--- src/rtl/memory_game_fsm_if.sv ---
// Button pulses in, renderer-facing game state out.
// The master drives the buttons; the game FSM is the slave.
interface memory_game_fsm_if;
  logic       btnC;
  logic       btnU;
  logic       btnD;
  logic       btnL;
  logic       btnR;
  logic [1:0] X;
  logic [1:0] Y;
  logic [3:0] A0;
  logic [3:0] A1;
  logic [3:0] A2;
  logic [3:0] A3;
  logic [3:0] B0;
  logic [3:0] B1;
  logic [3:0] B2;
  logic [3:0] B3;
  logic       Qi;
  logic       Qfo;
  logic       Qp;
  logic       Qg;
  logic       Ql;

  modport master (
    output btnC, btnU, btnD, btnL, btnR,
    input  X, Y, A0, A1, A2, A3, B0, B1, B2, B3, Qi, Qfo, Qp, Qg, Ql
  );

  modport slave (
    input  btnC, btnU, btnD, btnL, btnR,
    output X, Y, A0, A1, A2, A3, B0, B1, B2, B3, Qi, Qfo, Qp, Qg, Ql
  );
endinterface

--- src/rtl/memory_game_fsm.sv ---
// 4x4 memory-test game: latches a random pattern, shows it, then scores guesses.
// Tile (r,c) lives at bit 4*r+c of both the pattern and guess vectors.
module memory_game_fsm #(
  parameter int unsigned SHOW_CYCLES = 100000000,
  parameter int unsigned MAX_MISSES  = 1,
  parameter logic [15:0] SEED        = 16'hACE1
) (
  input  logic                     clk,
  input  logic                     rst,
  memory_game_fsm_if.slave         game
);

  typedef enum logic [2:0] {StIdle, StShow, StPlay, StWin, StLose} state_e;

  localparam logic [26:0] ShowLast  = 27'(SHOW_CYCLES - 1);
  localparam logic [3:0]  MissLimit = 4'(MAX_MISSES);

  state_e      r_state;
  state_e      w_state_next;
  logic [15:0] r_lfsr;
  logic [15:0] r_pat;
  logic [15:0] r_guess;
  logic [1:0]  r_x;
  logic [1:0]  r_y;
  logic [4:0]  r_hits;
  logic [4:0]  r_target;
  logic [3:0]  r_misses;
  logic [26:0] r_cnt;

  logic [3:0]  w_idx;
  logic        w_lfsr_fb;
  logic [15:0] w_mask;
  logic [15:0] w_new_pat;
  logic [4:0]  w_new_target;
  logic        w_sel_fresh;
  logic        w_sel_hit;
  logic        w_show_done;
  logic [4:0]  w_hits_inc;
  logic [3:0]  w_misses_inc;

  assign w_idx        = {r_x, r_y};
  assign w_lfsr_fb    = r_lfsr[15] ^ r_lfsr[13] ^ r_lfsr[12] ^ r_lfsr[10];
  assign w_mask       = r_lfsr & {r_lfsr[7:0], r_lfsr[15:8]};
  // An empty board could never be won, so force a single lit tile.
  assign w_new_pat    = (w_mask == 16'h0000) ? 16'h0001 : w_mask;
  assign w_new_target = 5'($countones(w_new_pat));
  assign w_sel_fresh  = game.btnC & ~r_guess[w_idx];
  assign w_sel_hit    = r_pat[w_idx];
  assign w_show_done  = (r_cnt == ShowLast);
  assign w_hits_inc   = r_hits + 5'd1;
  assign w_misses_inc = r_misses + 4'd1;

  // State register.
  always_ff @(posedge clk) begin
    if (rst) begin
      r_state <= StIdle;
    end else begin
      r_state <= w_state_next;
    end
  end

  // Next-state decision.
  always_comb begin
    w_state_next = r_state;
    unique case (r_state)
      StIdle: if (game.btnC) w_state_next = StShow;
      StShow: if (w_show_done) w_state_next = StPlay;
      StPlay: begin
        if (w_sel_fresh) begin
          if (w_sel_hit) begin
            if (w_hits_inc == r_target) w_state_next = StWin;
          end else if (w_misses_inc == MissLimit) begin
            w_state_next = StLose;
          end
        end
      end
      StWin, StLose: if (game.btnC) w_state_next = StIdle;
      default: w_state_next = StIdle;
    endcase
  end

  // Game datapath: LFSR, pattern/guess maps, cursor, counters.
  always_ff @(posedge clk) begin
    if (rst) begin
      r_lfsr   <= SEED;
      r_pat    <= '0;
      r_guess  <= '0;
      r_x      <= '0;
      r_y      <= '0;
      r_hits   <= '0;
      r_target <= '0;
      r_misses <= '0;
      r_cnt    <= '0;
    end else begin
      r_lfsr <= {r_lfsr[14:0], w_lfsr_fb};
      unique case (r_state)
        StIdle: begin
          if (game.btnC) begin
            r_pat    <= w_new_pat;
            r_target <= w_new_target;
            r_guess  <= '0;
            r_hits   <= '0;
            r_misses <= '0;
            r_x      <= '0;
            r_y      <= '0;
            r_cnt    <= '0;
          end
        end
        StShow: r_cnt <= w_show_done ? '0 : r_cnt + 27'd1;
        StPlay: begin
          // Select wins over any move pulse in the same cycle.
          if (game.btnC) begin
            if (w_sel_fresh) begin
              r_guess[w_idx] <= 1'b1;
              if (w_sel_hit) r_hits <= w_hits_inc;
              else           r_misses <= w_misses_inc;
            end
          end else if (game.btnU) begin
            r_x <= r_x - 2'd1;
          end else if (game.btnD) begin
            r_x <= r_x + 2'd1;
          end else if (game.btnL) begin
            r_y <= r_y - 2'd1;
          end else if (game.btnR) begin
            r_y <= r_y + 2'd1;
          end
        end
        StWin, StLose: begin
          if (game.btnC) begin
            r_pat   <= '0;
            r_guess <= '0;
          end
        end
        default: ;
      endcase
    end
  end

  // Renderer outputs decoded from registered state.
  always_comb begin
    game.X   = r_x;
    game.Y   = r_y;
    game.A0  = r_pat[3:0];
    game.A1  = r_pat[7:4];
    game.A2  = r_pat[11:8];
    game.A3  = r_pat[15:12];
    game.B0  = r_guess[3:0];
    game.B1  = r_guess[7:4];
    game.B2  = r_guess[11:8];
    game.B3  = r_guess[15:12];
    game.Qi  = 1'b0;
    game.Qfo = 1'b0;
    game.Qp  = 1'b0;
    game.Qg  = 1'b0;
    game.Ql  = 1'b0;
    unique case (r_state)
      StIdle:  game.Qi  = 1'b1;
      StShow:  game.Qfo = 1'b1;
      StPlay:  game.Qp  = 1'b1;
      StWin:   game.Qg  = 1'b1;
      StLose:  game.Ql  = 1'b1;
      default: game.Qi  = 1'b1;
    endcase
  end

endmodule

--- src/flat_wrapper.sv ---
// flat-port wrapper written by rule: the top's interface ports become plain ports
module memory_game_fsm_flat 
#(
  parameter int unsigned SHOW_CYCLES = 100000000,
  parameter int unsigned MAX_MISSES  = 1,
  parameter logic [15:0] SEED        = 16'hACE1
)
  (clk, rst, game_btnC, game_btnU, game_btnD, game_btnL, game_btnR, game_X, game_Y, game_A0, game_A1, game_A2, game_A3, game_B0, game_B1, game_B2, game_B3, game_Qi, game_Qfo, game_Qp, game_Qg, game_Ql);
  memory_game_fsm_if game_i ();
  input  logic clk;
  input  logic rst;
  input wire logic [$bits(game_i.btnC)-1:0] game_btnC;
  input wire logic [$bits(game_i.btnU)-1:0] game_btnU;
  input wire logic [$bits(game_i.btnD)-1:0] game_btnD;
  input wire logic [$bits(game_i.btnL)-1:0] game_btnL;
  input wire logic [$bits(game_i.btnR)-1:0] game_btnR;
  output wire logic [$bits(game_i.X)-1:0] game_X;
  output wire logic [$bits(game_i.Y)-1:0] game_Y;
  output wire logic [$bits(game_i.A0)-1:0] game_A0;
  output wire logic [$bits(game_i.A1)-1:0] game_A1;
  output wire logic [$bits(game_i.A2)-1:0] game_A2;
  output wire logic [$bits(game_i.A3)-1:0] game_A3;
  output wire logic [$bits(game_i.B0)-1:0] game_B0;
  output wire logic [$bits(game_i.B1)-1:0] game_B1;
  output wire logic [$bits(game_i.B2)-1:0] game_B2;
  output wire logic [$bits(game_i.B3)-1:0] game_B3;
  output wire logic [$bits(game_i.Qi)-1:0] game_Qi;
  output wire logic [$bits(game_i.Qfo)-1:0] game_Qfo;
  output wire logic [$bits(game_i.Qp)-1:0] game_Qp;
  output wire logic [$bits(game_i.Qg)-1:0] game_Qg;
  output wire logic [$bits(game_i.Ql)-1:0] game_Ql;
  assign game_i.btnC = game_btnC;
  assign game_i.btnU = game_btnU;
  assign game_i.btnD = game_btnD;
  assign game_i.btnL = game_btnL;
  assign game_i.btnR = game_btnR;
  assign game_X = game_i.X;
  assign game_Y = game_i.Y;
  assign game_A0 = game_i.A0;
  assign game_A1 = game_i.A1;
  assign game_A2 = game_i.A2;
  assign game_A3 = game_i.A3;
  assign game_B0 = game_i.B0;
  assign game_B1 = game_i.B1;
  assign game_B2 = game_i.B2;
  assign game_B3 = game_i.B3;
  assign game_Qi = game_i.Qi;
  assign game_Qfo = game_i.Qfo;
  assign game_Qp = game_i.Qp;
  assign game_Qg = game_i.Qg;
  assign game_Ql = game_i.Ql;
  memory_game_fsm #(.SHOW_CYCLES(SHOW_CYCLES), .MAX_MISSES(MAX_MISSES), .SEED(SEED)) u_core (.clk(clk), .rst(rst), .game(game_i));
endmodule
--- config.mk ---
export PLATFORM = sky130hd
export DESIGN_NAME = memory_game_fsm_flat
export DESIGN_NICKNAME = d
export VERILOG_FILES = /design/src/rtl/memory_game_fsm_if.sv /design/src/rtl/memory_game_fsm.sv /design/src/flat_wrapper.sv
export SDC_FILE = /design/constraint.sdc
export NUM_CORES = 1
export LEC_CHECK = 0
export ABC_AREA = 1
export ABC_CLOCK_PERIOD_IN_PS = 4530
export CAP_MARGIN = 20
export CORE_MARGIN = 2
export CORE_UTILIZATION = 40
export CTS_CLUSTER_DIAMETER = 200
export DETAILED_ROUTE_END_ITERATION = 8
export PLACE_DENSITY_LB_ADDON = 0.1
export SYNTH_ARGS = -nofsm -noshare
export SYNTH_HDL_FRONTEND = slang
export SYNTH_SLANG_ARGS = --single-unit
--- constraint.sdc ---
create_clock -name clk -period 4.53 [get_ports clk]
set_input_delay 0.906 -clock clk [delete_from_list [all_inputs] [get_ports clk]]
set_output_delay 0.906 -clock clk [all_outputs]
set_load 0.005 [all_outputs]
* Word-level counts from Yosys, hierarchy flattened
Index checks and enable logic that the tools add are counted.
** Cells by class
- Add/subtract/negate cells :: 22
- Order comparisons :: 2
- Bitwise logic cells :: 7
- Muxes and demuxes :: 50
- Reductions and logical operators :: 19
- Equal/unequal tests :: 22
** Operators with widths (number)
- two-way mux 16 bit :: 5
- one-hot mux 16 bit (2 select lines) :: 2
- two-way mux 27 bit :: 2
- one-hot mux 27 bit (2 select lines) :: 1
- adder 5 bit :: 7
- adder 27 x 1 -> 27 bit, second input constant :: 1
- == test 27 bit, second input constant :: 1
- two-way mux 3 bit :: 7
- two-way mux 5 bit :: 4
- two-way mux 2 bit :: 9
- adder 1 x 1 -> 2 bit :: 8
- AND 16 bit :: 1
- logical NOT 16 bit :: 1
- two-way mux 4 bit :: 4
- OR 16 bit :: 1
- != test 2 bit, second input constant :: 7
- one-hot mux 3 bit (4 select lines) :: 1
- AND reduction 6 bit :: 2
- one-hot mux 5 bit (2 select lines) :: 1
- AND reduction 5 bit :: 2
- != test 3 bit, second input constant :: 3
- binary-select mux 1 bit (select 4 bit) :: 2
- two-way mux 1 bit :: 8
- != test 2 x 1 -> 1 bit, second input constant :: 4
- other kinds (27) :: 38
** Word-level totals
- Word-level logic and storage cells :: 132
- Bits in registers :: 96
- Output and inout port bits :: 41
- Input port bits :: 7

* Depth between registers and ports, before layout
- Word-level depth :: 8
- Gate-level depth with buffers :: 16

* Least setup slack after synthesis
Ideal clock, no wire load.
- Path type :: register to register
- Start point :: register u_core.r_lfsr[10]
- End point :: register u_core.r_target[3]
- Data arrival time :: 3.892 ns
- Setup time :: 0.070 ns
- Setup slack :: 0.567 ns
- Cell stages (with the launch flop) :: 17
- Buffers on the path :: 0
- Cells stage by stage :: dfxtp_1 nand2_1 ha_1 a41oi_1 xor2_1 fa_1 inv_1 fa_1 inv_1 fa_1 inv_1 fa_1 ha_1 fa_1 xor2_1 nand2_1 a21oi_1
** On the way
- Word-level cells in the longest chain between the ends :: 7
- Elaborated cells between the ends (all ways) :: 18
** Ends and longest elaborated chain
- start, declared :: line memory_game_fsm.sv:20 : logic [15:0] r_lfsr;
- start signal, assigned :: line memory_game_fsm.sv:95 : r_lfsr <= {r_lfsr[14:0], w_lfsr_fb};
- AND 16 bit (*) :: line memory_game_fsm.sv:43 : assign w_mask = r_lfsr & {r_lfsr[7:0], r_lfsr[15:8]};
- logical NOT 16 bit :: line memory_game_fsm.sv:45 : assign w_new_pat = (w_mask == 16'h0000) ? 16'h0001 : w_mask;
- two-way mux 16 bit (*) :: line memory_game_fsm.sv:45
- adder 1 x 1 -> 2 bit (not written as such) :: line memory_game_fsm.sv:46 : assign w_new_target = 5'($countones(w_new_pat));
- adder 5 bit (not written as such) (2 in a row) :: line memory_game_fsm.sv:46
- adder 5 bit (not written as such) (*) :: line memory_game_fsm.sv:46
- end signal, assigned :: line memory_game_fsm.sv:100 : r_target <= w_new_target;
- end, declared :: line memory_game_fsm.sv:26 : logic [4:0] r_target;
Every way passes the cells marked *; elsewhere a longest branch is shown, timed or not.
A chain may end at the register's enable or synchronous reset.

* Final worst setup path
Same ends and word-level chain as after synthesis.

==> flow_metrics.env <==
export IMPL_rsz_0062_raised_after_global_routing="false"
export IMPL_vias=4497
export IMPL_largest_net_degree_at_the_start_of_global_routing=48
export IMPL_ys_ff_latch=89
export IMPL_grt_overflow_total=0
export IMPL_syn_area_mm2=0.00506
export IMPL_clkTransAtPathRegs_ns=0.06
export IMPL_hpwl_mm=8.93
export IMPL_fmax_mhz=237
export IMPL_place_area_mm2=0.00560
export IMPL_status="finished clean"
export IMPL_grt_total_usage=0.185
export IMPL_r2r_end="u_core.r_target[3]"
export IMPL_worstMarginPinSlew_ns=0.826
export IMPL_fin_area_mm2=0.00592
export IMPL_number_of_enable_type_register_cells_in_the_synthesized_netlist=0
export IMPL_drt_first_iter_violations=166
export IMPL_netlist_instances=718
export IMPL_final_min_clock_period_ns=4.21
export IMPL_use_met3=0.0259
export IMPL_grt_antenna_before_repair=0
export IMPL_synth_fp_nets=754
export IMPL_route_detailed_drc=0
export IMPL_synth_main_ff_cell="dfxtp_1"
export IMPL_ranking_of_synthesized_cells_by_instance_count="nand2_1 (170), inv_1 (108), dfxtp_1 (89), a21oi_1 (58), nor2_1 (55)"
export IMPL_post_route_cells_drive_above_1_share=0.0753
export IMPL_max_cap_violations=0
export IMPL_signed_area_change_from_the_synthesized_netlist_to_the_final_layout_pct=17.1
export IMPL_clkSinkCount=89
export IMPL_share_of_flip_flops_with_an_asynchronous_set_or_reset_after_synthesis=0
export IMPL_detailedPlace_worstSlack_ns=0.316
export IMPL_post_cts_resized_instances=0
export IMPL_critical_path_required_ns=4.80
export IMPL_worst_hold_path_type="flip-flop to flip-flop"
export IMPL_io_pins=48
export IMPL_filler_cell_count=1302
export IMPL_cell_types_with_the_largest_area_share_after_synthesis="dfxtp_1 (35%), nand2_1 (13%), inv_1 (8.0%)"
export IMPL_register_to_register_setup_slack_ns=0.32
export IMPL_netlist_top_cell_by_area="dfxtp_1"
export IMPL_synth_lib_cells_used_distinct=42
export IMPL_cts_inserted_buffers=9
export IMPL_cts_htree_levels=3
export IMPL_grt_pass1_vias=4314
export IMPL_post_synth_top_area_fraction=0.352
export IMPL_worstRegToRegCells=16
export IMPL_crit_fanout=3
export IMPL_cts_max_path_buffers=2
export IMPL_ys_seq_area_frac=0.352
export IMPL_yosys_cell_count_top_type="nand2_1"
export IMPL_postCtsSetupBuffers=0
export IMPL_critical_path_slowest_cell="fa_1"
export IMPL_worst_ep_arrival_time_ns=4.49
export IMPL_clk_latency_ns=0.34
export IMPL_floorplan_core_area_mm2=0.0125
export IMPL_ctsRootBufferMaster="clkbuf_16"
export IMPL_drtPass1Iterations=4
export IMPL_finalMaxSlewViolations=0
export IMPL_critical_path_most_common_cell="fa_1"
export IMPL_remaining_max_slew_budget_at_the_tightest_pin=0.446
export IMPL_vias_per_cell=4.84
export IMPL_critPathCaptureType="flip-flop"
export IMPL_global_route_peak_usage_layer="met2"
export IMPL_critical_path_buf_inv_count=3
export IMPL_cts_tree="done"
export IMPL_holdPathEnd="u_core.r_lfsr[12]"
export IMPL_criticalPathCategory="flip-flop to flip-flop"
export IMPL_synth_yosys_warnings=0
export IMPL_hold_path_depth=2
export IMPL_antenna_cells=0
export IMPL_finClkSkew_ns=0.00790
export IMPL_drtAntennaViolNets=0
export IMPL_report_final_setup_viol=0
export IMPL_peak_per_stage_delay_on_the_critical_path_ns=0.54
export IMPL_post_route_period_util=0.930
export IMPL_die_area_mm2=0.0136
export IMPL_hold_start="u_core.r_lfsr[11]"
export IMPL_grt_pass1_wl_mm=19.9
export IMPL_die_w_um=116
export IMPL_gr_usage_met1=0.229
export IMPL_irDropWorstVdd_mv=0.189
export IMPL_die_height_um=116
export IMPL_globalRouteMet2Util=0.326
export IMPL_final_hold_viol_count=0
export IMPL_power_per_cell_area_mw_per_mm2=468
export IMPL_post_synthesis_average_cell_area_um2=7.04
export IMPL_cts_hold_buffers_added=0
export IMPL_routedWlPerCell_um=12.9
export IMPL_nets=788
export IMPL_finalWirelength_mm=11.9
export IMPL_reg2reg_from="u_core.r_lfsr[10]"
export IMPL_initial_core_util=0.406
export IMPL_cp_cell_sequence="nand2_1 > ha_1 > a41oi_1 > xor2_1 > fa_1 > inv_1 > fa_1 > inv_1 > fa_1 > inv_1 > fa_1 > ha_1 > fa_1 > xor2_1 > nand2_1 > a21oi_1"
export IMPL_gpl_final_weighted_congestion=0.808
export IMPL_setup_tns_ns=0
export IMPL_row_count=41
export IMPL_cellLeakagePower_nw=2.45
export IMPL_final_critical_path_setup_slack_ns=0.318
export IMPL_startpoint_type_of_the_worst_setup_path="flip-flop"
export IMPL_critPathTopFamily="adder cells"
export IMPL_numPortBuffers=47
-- worst max-delay path by stage --
stage	start	to	slack [ns]	cells after the start
after floorplan	u_core.r_lfsr[10]	u_core.r_target[3]	0.57	16
after global placement	u_core.r_lfsr[10]	u_core.r_target[3]	0.44	16
after detailed placement	u_core.r_lfsr[10]	u_core.r_target[3]	0.32	16
after CTS	u_core.r_lfsr[10]	u_core.r_target[3]	0.31	16
after global routing	u_core.r_lfsr[10]	u_core.r_target[3]	0.1	16
final	u_core.r_lfsr[10]	u_core.r_target[3]	0.32	16
-- layout by cell type, fill, tap and decap left out, drive strengths merged --
cell           netlist  layout
o21bai               1       1
inv                119     120
buf                 19       2
o2111ai              1       1
clkinvlp             0       2
o211a                1       1
dfxtp               89      89
nand4               37      37
a21boi               1       1
clkbuf               7       9
a31oi                3       3
o41ai                1       1
o21a                 2       2
xor2                 8       8
or3                  1       1
clkdlybuf4s50        0      47
nor4                 1       1
a211oi               7       7
nand2              172     172
nor3                16      16
a41oi                1       1
o21ai               25      25
xnor2                4       4
or2                  8       8
o31ai                1       1
ha                  18      18
fa                  11      11
nor2                66      66
clkinv               0       2
nor3b                1       1
bufinv               0       2
nand3b               1       1
nand3               37      37
a21oi               59      59
-- metal layers --
| metal | vias up | wire, µm | share of wire |
|---|---|---|---|
| li1 | 2370 | - | - |
| met1 | 2048 | 5620 | 0.47 |
| met2 | 63 | 5770 | 0.48 |
| met3 | 16 | 315 | 0.026 |
| met4 | 0 | 243 | 0.020 |
| met5 | - | 0 | 0 |
-- where the power goes --
| group | switching (mW) | leakage (nW) | total [mW] | internal (mW) |
|---|---|---|---|---|
| clock network | 0.324 | 0.152 | 0.807 | 0.483 |
| registers | 0.0774 | 0.724 | 0.932 | 0.854 |
| logic | 0.673 | 1.58 | 1.03 | 0.359 |
| total | 1.07 | 2.45 | 2.77 | 1.70 |
-- final cells by class --
type | instances | area (µm²) | share of cell area
clock inverter | 7 | 93.8 | 0.0159
inverter | 119 | 449 | 0.0759
sequential | 89 | 1780 | 0.301
timing repair buffer | 49 | 485 | 0.0820
multi-input combinational | 484 | 2670 | 0.451
tap | 172 | 215 | 0.0364
clock buffer | 9 | 225 | 0.0381
-- stage by stage --
| step | hold WS [ns] | total power [mW] | util | instances |
|---|---|---|---|---|
| finish | 0.432 | 2.77 | 0.475 | 929 |
| global route | 0.455 | 2.97 | 0.475 | 929 |
| CTS | 0.434 | 2.81 | 0.475 | 929 |
| detailed placement | 0.417 | 1.99 | 0.449 | 913 |
| global placement | 0.422 | 1.98 | 0.449 | 913 |
| floorplan | 0.403 | 1.68 | - | 718 |
-- logic make-up after synthesis --
logic type               after synthesis  synth area share
adder cells (fa/ha/maj)               29            0.0881
flip-flops                            89             0.352
AND/OR/NAND/NOR                      340             0.304
AO/OA/AOI/OAI                        103             0.115
buffers and inverters                145             0.120
XOR/XNOR                              12            0.0208
-- worst reg2reg max path, cell delays in order, from the launching register on --
cell     delay (ns)
dfxtp_1        0.36
nand2_1        0.09
ha_1           0.19
a41oi_1        0.33
xor2_1         0.14
fa_1           0.54
inv_1          0.05
fa_1           0.52
inv_1          0.05
fa_1           0.38
inv_1          0.07
fa_1           0.41
ha_1           0.24
fa_1           0.38
xor2_1         0.17
nand2_1        0.07
a21oi_1        0.15
-- sequential cells by signal, indices dropped and copies added (netlist names) --
name             cells
u_core.game.Y        2
u_core.r_cnt        27
u_core.r_pat         9
u_core.r_misses      4
u_core.r_target      5
u_core.r_hits        5
u_core.r_guess      16
u_core.r_state       3
u_core.game.X        2
u_core.r_lfsr       16
(Power assumes the default switching activity.)
